[src/rtl/i2c_codec_responder.sv]
// I2C write-only target for 3-byte codec register writes (7-bit reg address, 9-bit data).
// Samples SCL/SDA through synchronizers, ACKs matched bytes and strobes each committed write.
module i2c_codec_responder #(
  parameter logic [6:0]  DEV_ADDR    = 7'h1A,
  parameter int unsigned SYNC_STAGES = 2
) (
  input  logic       i_clk,
  input  logic       i_rst_n,
  input  logic       i_sclk,
  input  logic       i_sdat,
  output logic       o_sdat,
  output logic       o_oen,
  output logic       o_wr_valid,
  output logic [6:0] o_wr_addr,
  output logic [8:0] o_wr_data,
  output logic       o_busy,
  output logic       o_err
);

  typedef enum logic [2:0] {
    S_IDLE, S_ADDR, S_ADDR_ACK, S_BYTE1, S_ACK1, S_BYTE2, S_ACK2, S_WAIT_STOP
  } state_t;

  // Synchronizers reset to the idle-bus level so reset release never looks like an edge.
  logic [SYNC_STAGES-1:0] scl_sync_q, sda_sync_q;
  logic                   scl_prev_q, sda_prev_q;

  always_ff @(posedge i_clk or negedge i_rst_n) begin
    if (!i_rst_n) begin
      scl_sync_q <= '1;
      sda_sync_q <= '1;
      scl_prev_q <= 1'b1;
      sda_prev_q <= 1'b1;
    end else begin
      scl_sync_q <= {scl_sync_q[SYNC_STAGES-2:0], i_sclk};
      sda_sync_q <= {sda_sync_q[SYNC_STAGES-2:0], i_sdat};
      scl_prev_q <= scl_sync_q[SYNC_STAGES-1];
      sda_prev_q <= sda_sync_q[SYNC_STAGES-1];
    end
  end

  logic scl_s, sda_s, scl_rise, scl_fall, start_det, stop_det;
  assign scl_s     = scl_sync_q[SYNC_STAGES-1];
  assign sda_s     = sda_sync_q[SYNC_STAGES-1];
  assign scl_rise  = scl_s & ~scl_prev_q;
  assign scl_fall  = ~scl_s & scl_prev_q;
  assign start_det = scl_s & scl_prev_q & sda_prev_q & ~sda_s;
  assign stop_det  = scl_s & scl_prev_q & ~sda_prev_q & sda_s;

  state_t     state_q, state_d;
  logic [2:0] bit_cnt_q, bit_cnt_d;
  logic [7:0] shift_q, shift_d, byte1_q, byte1_d, byte_in;
  logic       skip_q, skip_d, err_seen_q, err_seen_d;
  logic       oen_q, oen_d, busy_q, busy_d, wr_valid_q, wr_valid_d, err_q, err_d;
  logic [6:0] wr_addr_q, wr_addr_d;
  logic [8:0] wr_data_q, wr_data_d;

  assign byte_in = {shift_q[6:0], sda_s};

  always_comb begin
    state_d    = state_q;
    bit_cnt_d  = bit_cnt_q;
    shift_d    = shift_q;
    byte1_d    = byte1_q;
    skip_d     = skip_q;
    oen_d      = oen_q;
    busy_d     = busy_q;
    wr_valid_d = 1'b0;
    err_d      = 1'b0;
    wr_addr_d  = wr_addr_q;
    wr_data_d  = wr_data_q;
    if (stop_det) begin
      err_d     = !(state_q inside {S_IDLE, S_WAIT_STOP});
      state_d   = S_IDLE;
      busy_d    = 1'b0;
      oen_d     = 1'b0;
      bit_cnt_d = '0;
      skip_d    = 1'b0;
    end else if (start_det) begin
      err_d     = state_q inside {S_BYTE1, S_ACK1, S_BYTE2, S_ACK2};
      state_d   = S_ADDR;
      busy_d    = 1'b1;
      oen_d     = 1'b0;
      bit_cnt_d = '0;
      skip_d    = 1'b0;
    end else begin
      case (state_q)
        S_ADDR, S_BYTE1, S_BYTE2, S_WAIT_STOP: begin
          // skip_q swallows the ACK clock of a byte we declined to acknowledge
          if (scl_rise && skip_q) begin
            skip_d = 1'b0;
          end else if (scl_rise) begin
            shift_d   = byte_in;
            bit_cnt_d = bit_cnt_q + 3'd1;
            if (bit_cnt_q == 3'd7) begin
              case (state_q)
                S_ADDR: begin
                  if (byte_in == {DEV_ADDR, 1'b0}) begin
                    state_d = S_ADDR_ACK;
                  end else begin
                    state_d = S_WAIT_STOP;
                    err_d   = 1'b1;
                    skip_d  = 1'b1;
                  end
                end
                S_BYTE1: begin
                  byte1_d = byte_in;
                  state_d = S_ACK1;
                end
                S_BYTE2: state_d = S_ACK2;
                default: begin
                  err_d  = !err_seen_q;
                  skip_d = 1'b1;
                end
              endcase
            end
          end
        end
        S_ADDR_ACK, S_ACK1, S_ACK2: begin
          // First fall starts driving the ACK, second fall ends the 9th clock.
          if (scl_fall && !oen_q) begin
            oen_d = 1'b1;
          end else if (scl_fall) begin
            oen_d = 1'b0;
            case (state_q)
              S_ADDR_ACK: state_d = S_BYTE1;
              S_ACK1:     state_d = S_BYTE2;
              default: begin
                state_d    = S_WAIT_STOP;
                wr_addr_d  = byte1_q[7:1];
                wr_data_d  = {byte1_q[0], shift_q};
                wr_valid_d = 1'b1;
              end
            endcase
          end
        end
        default: ;
      endcase
    end
    err_seen_d = (start_det || stop_det) ? 1'b0 : (err_seen_q | err_d);
  end

  always_ff @(posedge i_clk or negedge i_rst_n) begin
    if (!i_rst_n) begin
      state_q    <= S_IDLE;
      bit_cnt_q  <= '0;
      shift_q    <= '0;
      byte1_q    <= '0;
      skip_q     <= 1'b0;
      err_seen_q <= 1'b0;
      oen_q      <= 1'b0;
      busy_q     <= 1'b0;
      wr_valid_q <= 1'b0;
      err_q      <= 1'b0;
      wr_addr_q  <= '0;
      wr_data_q  <= '0;
    end else begin
      state_q    <= state_d;
      bit_cnt_q  <= bit_cnt_d;
      shift_q    <= shift_d;
      byte1_q    <= byte1_d;
      skip_q     <= skip_d;
      err_seen_q <= err_seen_d;
      oen_q      <= oen_d;
      busy_q     <= busy_d;
      wr_valid_q <= wr_valid_d;
      err_q      <= err_d;
      wr_addr_q  <= wr_addr_d;
      wr_data_q  <= wr_data_d;
    end
  end

  assign o_sdat     = 1'b0;
  assign o_oen      = oen_q;
  assign o_busy     = busy_q;
  assign o_wr_valid = wr_valid_q;
  assign o_err      = err_q;
  assign o_wr_addr  = wr_addr_q;
  assign o_wr_data  = wr_data_q;

endmodule

[config.mk]
export PLATFORM = sky130hd
export DESIGN_NAME = i2c_codec_responder
export DESIGN_NICKNAME = d
export VERILOG_FILES = /design/src/rtl/i2c_codec_responder.sv
export SDC_FILE = /design/constraint.sdc
export NUM_CORES = 1
export LEC_CHECK = 0
export ABC_CLOCK_PERIOD_IN_PS = 3800
export CORE_AREA = 2 2 48 95
export CTS_BUF_LIST = sky130_fd_sc_hd__clkbuf_8
export CTS_CLUSTER_SIZE = 30
export DETAILED_ROUTE_END_ITERATION = 10
export DIE_AREA = 0 0 50 97
export PLACE_DENSITY = 0.76
export SLEW_MARGIN = 20
export SYNTH_ARGS = -nofsm -noshare
export SYNTH_HDL_FRONTEND = slang
export SYNTH_SLANG_ARGS = --single-unit
[constraint.sdc]
create_clock -name i_clk -period 3.8 [get_ports i_clk]
set_clock_uncertainty 0.15 [all_clocks]
set_input_delay 0.76 -clock i_clk [delete_from_list [all_inputs] [get_ports i_clk]]
set_output_delay 0.76 -clock i_clk [all_outputs]
set_load 0.005 [all_outputs]
==> impl_summary.txt <==
----------------------------------------------------
[Outcome]
  Outcome ... complete, no violations

[Clock network]
  Number of gates resized after cts ... 0
  Cts bufs inserted ... 5
  Clock tree from TritonCTS ... done
  Maximum buffer depth of the clock tree ... 2
  H-Tree Depth ... 2
  Clk pin slew, worst setup/hold paths ... 0.09 ns
  Insertion delay of the later-clocked pin in the worst-skew pair ... 0.30 ns
  Num Clock Sinks ... 50
  Number of buffers inserted by post-CTS setup repair ... 0
  Number of hold buffers added after CTS ... 0
  Clock root buffer ... sky130_fd_sc_hd__clkbuf_8

[Synth]
  Register area share after synthesis ... 59.2%
  Syn Nets ... 158
  Number of unique standard cell types used by synthesis ... 39
  Netlist area before placement ... 2130 sq um
  EDFF count, synth ... 0
  Post-synthesis share of cell area spent on full adders, half adders and majority gates ... 1.18%
  Predominant post-synthesis flop cell ... sky130_fd_sc_hd__dfrtp_1
  Top cells by area, synth ... sky130_fd_sc_hd__dfrtp_1 (52%), sky130_fd_sc_hd__mux2_2 (12%), sky130_fd_sc_hd__dfstp_2 (7.4%), sky130_fd_sc_hd__mux2_4 (6.4%), sky130_fd_sc_hd__nor2_1 (2.1%)
  Post-synthesis cell count ... 152
  Compound-cell area share of the yosys netlist ... 7.30%
  Most repeated cell in the gate-level netlist after synthesis ... sky130_fd_sc_hd__dfrtp_1
  Commonest cells in the synthesized netlist ... sky130_fd_sc_hd__dfrtp_1 (44), sky130_fd_sc_hd__mux2_2 (23), sky130_fd_sc_hd__nor2_1 (12), sky130_fd_sc_hd__mux2_4 (9)
  Number of warnings printed during yosys synthesis ... 0
  Largest family of logic cells by synthesized area ... multiplexers
  Top-area cell type share of the netlist area ... 51.8%
  Multiplexer fraction of the synthesized cell area ... 19.5%
  Number of synthesized register bits ... 50
  Fraction of the mapped netlist area in simple logic gates ... 8.36%
  Area leader, netlist ... sky130_fd_sc_hd__dfrtp_1
  Async set or reset register ratio after synthesis ... 100%
  Mean cell area of the mapped netlist ... 14.0 sq um
  Area share of xor/xnor cells in the synthesized design ... 1.65%

[Routing]
  Vias per Instance ... 5.45
  Post-detailed-routing wire length ... 3520 microns
  Wire per inst ... 15.4 microns
  Count of TritonRoute iterations in the first routing pass ... 4
  DRC viols ... 0
  Number of DRC violations after detailed-routing iteration 0 ... 15
  Routed via count ... 1,243
  Remaining antenna violation count after routing ... 0

[Worst setup path]
  Arr. time, crit path ... 2.30 ns
  Start-to-end type of the worst setup path ... register to register
  Worst setup EP type ... register
  WP data required ... 3.84 ns
  Type of element launching the critical path ... register
  Largest fanout on the critical path ... 14

[Die]
  Die Span Y ... 97 microns
  Die outline area ... 4850 sq um
  Number of ports placed on the die boundary ... 25
  Overall die width ... 50 microns
  Rows ... 33
  Starting utilization of the core area ... 52.0%
  CORE AREA ... 4090 sq um

[Final layout]
  Layout Utilization ... 60.8%
  Final Cell Area ... 2480 sq um
  Area taken by multi-input logic gates ... 811 sq um
  Number of fill cells in the layout ... 325
  Share of post-route cells with drive strength above 1 ... 30.1%
  P&R area growth vs syn ... 16.8%
  Post-layout nets ... 181
  Number of antenna diodes ... 0
  Sequential cell area ... 1260 sq um

[STA]
  # setup viols final ... 0
  Final hold violation count ... 0
  Smallest setup slack after layout ... 1.54 ns
  Unrepaired setup endpoints after global routing ... no
  Final critical-path share of the clock period ... 59.5%
  Worst Tran Pin Value ... 0.658 ns
  Final Max Tran Viols ... 0
  Setup total negative slack ... 0 ns
  Minimum clock period ... 2.26 ns
  Max_slew headroom ... 56.0%
  Max Fclk ... 0.442 GHz

[Power and ir drop]
  Leak ... 1.16 nW
  Ratio of total power to cell area ... 475 nW/um^2
  IR Drop Worst-Case VDD ... 318 uV

[Placed design]
  Final HPWL DP ... 2450 microns
  Port Buf Inserts ... 23
  Total cell area at the placement stage ... 2370 sq um
  Routability congestion estimate from global placement ... 0.798
  Pre-CTS WS ... 1.50 ns

[Global route]
  Overall Global Routing Usage ... 17.4%
  Total global routing overflow ... 0
  Vias in the first global route ... 1,376
  Global-route wire length before repair ... 6470 microns
  Maximum number of pins on one net before global-route repair ... 51
  Number of antenna violations at the first check in global routing ... 0

[Worst hold path]
  Worst min-delay path category ... register to register

[Job]
  Number of maximum-capacitance constraint violations ... 0

----------------------------------------------------
==> state kept, by name, summed over array words and instances, names as in the netlist <==
name,count
scl_prev_q,1
scl_sync_q,2
err_seen_q,1
sda_sync_q,2
o_wr_data,9
o_busy,1
o_oen,1
skip_q,1
sda_prev_q,1
state_q,3
o_wr_addr,7
bit_cnt_q,3
shift_q,8
o_wr_valid,1
o_err,1
byte1_q,8
==> layer usage <==
metal | GRT usage [%] | share of wire [%] | vias to the layer above
li1 | - | - | 579
met1 | 21.4 | 42 | 634
met2 | 27.8 | 53 | 24
met3 | 4.32 | 3.1 | 6
met4 | 8.12 | 2.3 | 0
met5 | 0 | 0 | -
==> layout make-up <==
cell class	count	area share, %
Clock buffer	5	2.77
Clock inverter	3	1.66
Inverter	3	0.453
Multi-Input combinational cell	92	32.6
Sequential cell	50	50.7
Tap cell	52	2.62
Timing Repair Buffer	23	9.17
==> placed cells by master, fill, tap and decap left out, types with 2 or more instances in the layout <==
| cell | instances |
|---|---|
| sky130_fd_sc_hd__a21oi_1 | 5 |
| sky130_fd_sc_hd__clkbuf_8 | 5 |
| sky130_fd_sc_hd__clkdlybuf4s50_1 | 22 |
| sky130_fd_sc_hd__dfrtp_1 | 44 |
| sky130_fd_sc_hd__dfstp_2 | 6 |
| sky130_fd_sc_hd__ha_1 | 2 |
| sky130_fd_sc_hd__inv_1 | 4 |
| sky130_fd_sc_hd__mux2_2 | 23 |
| sky130_fd_sc_hd__mux2_4 | 9 |
| sky130_fd_sc_hd__mux2i_1 | 2 |
| sky130_fd_sc_hd__nand2_1 | 6 |
| sky130_fd_sc_hd__nand3_1 | 2 |
| sky130_fd_sc_hd__nor2_1 | 12 |
| sky130_fd_sc_hd__nor3_1 | 2 |
| sky130_fd_sc_hd__o21ai_0 | 4 |
| sky130_fd_sc_hd__o31ai_1 | 2 |
| sky130_fd_sc_hd__xnor2_1 | 3 |
==> worst max-delay path, cell delays in order, from the launching register on <==
cell                       delay, ns
sky130_fd_sc_hd__dfrtp_1        0.61
sky130_fd_sc_hd__and4bb_1       0.67
sky130_fd_sc_hd__nand4_2        0.35
sky130_fd_sc_hd__mux2_2         0.37
==> cells by family after synthesis <==
family	after synthesis
flip-flops	50
multiplexers	34
AND/OR/NAND/NOR	30
AO/OA/AOI/OAI	21
buffers and inverters	10
XOR/XNOR	4
adder cells (fa/ha/maj)	2
other	1
==> per-stage QoR <==
stage / std cells / power (mW) / hold slack (ns)
floorplan: 152 / 0.773 / 0.195
global placement: 220 / 0.818 / 0.196
detailed placement: 220 / 0.830 / 0.198
CTS: 228 / 1.20 / 0.203
global route: 228 / 1.25 / 0.207
finish: 228 / 1.18 / 0.203
==> worst paths after layout <==
check	from	to	slack, ns	depth (start not counted)
hold / removal	sda_sync_q[0]	sda_sync_q[1]	0.20	0
min in group asynchronous	i_rst_n	o_wr_addr[3]	0.31	1
setup / recovery	state_q[0]	byte1_q[4]	1.54	3
setup reg to reg	state_q[0]	byte1_q[4]	1.54	3
max in group asynchronous	i_rst_n	skip_q	2.77	1
hold reg to reg	sda_sync_q[0]	sda_sync_q[1]	0.20	0
==> power breakdown <==
part / total, mW / switching, mW / leakage (nW) / internal (mW)
clock: 0.363 / 0.169 / 0.0556 / 0.194
combinational: 0.140 / 0.0638 / 0.447 / 0.0760
sequential: 0.676 / 0.0784 / 0.654 / 0.598
Power figures use the tool's default switching activity.
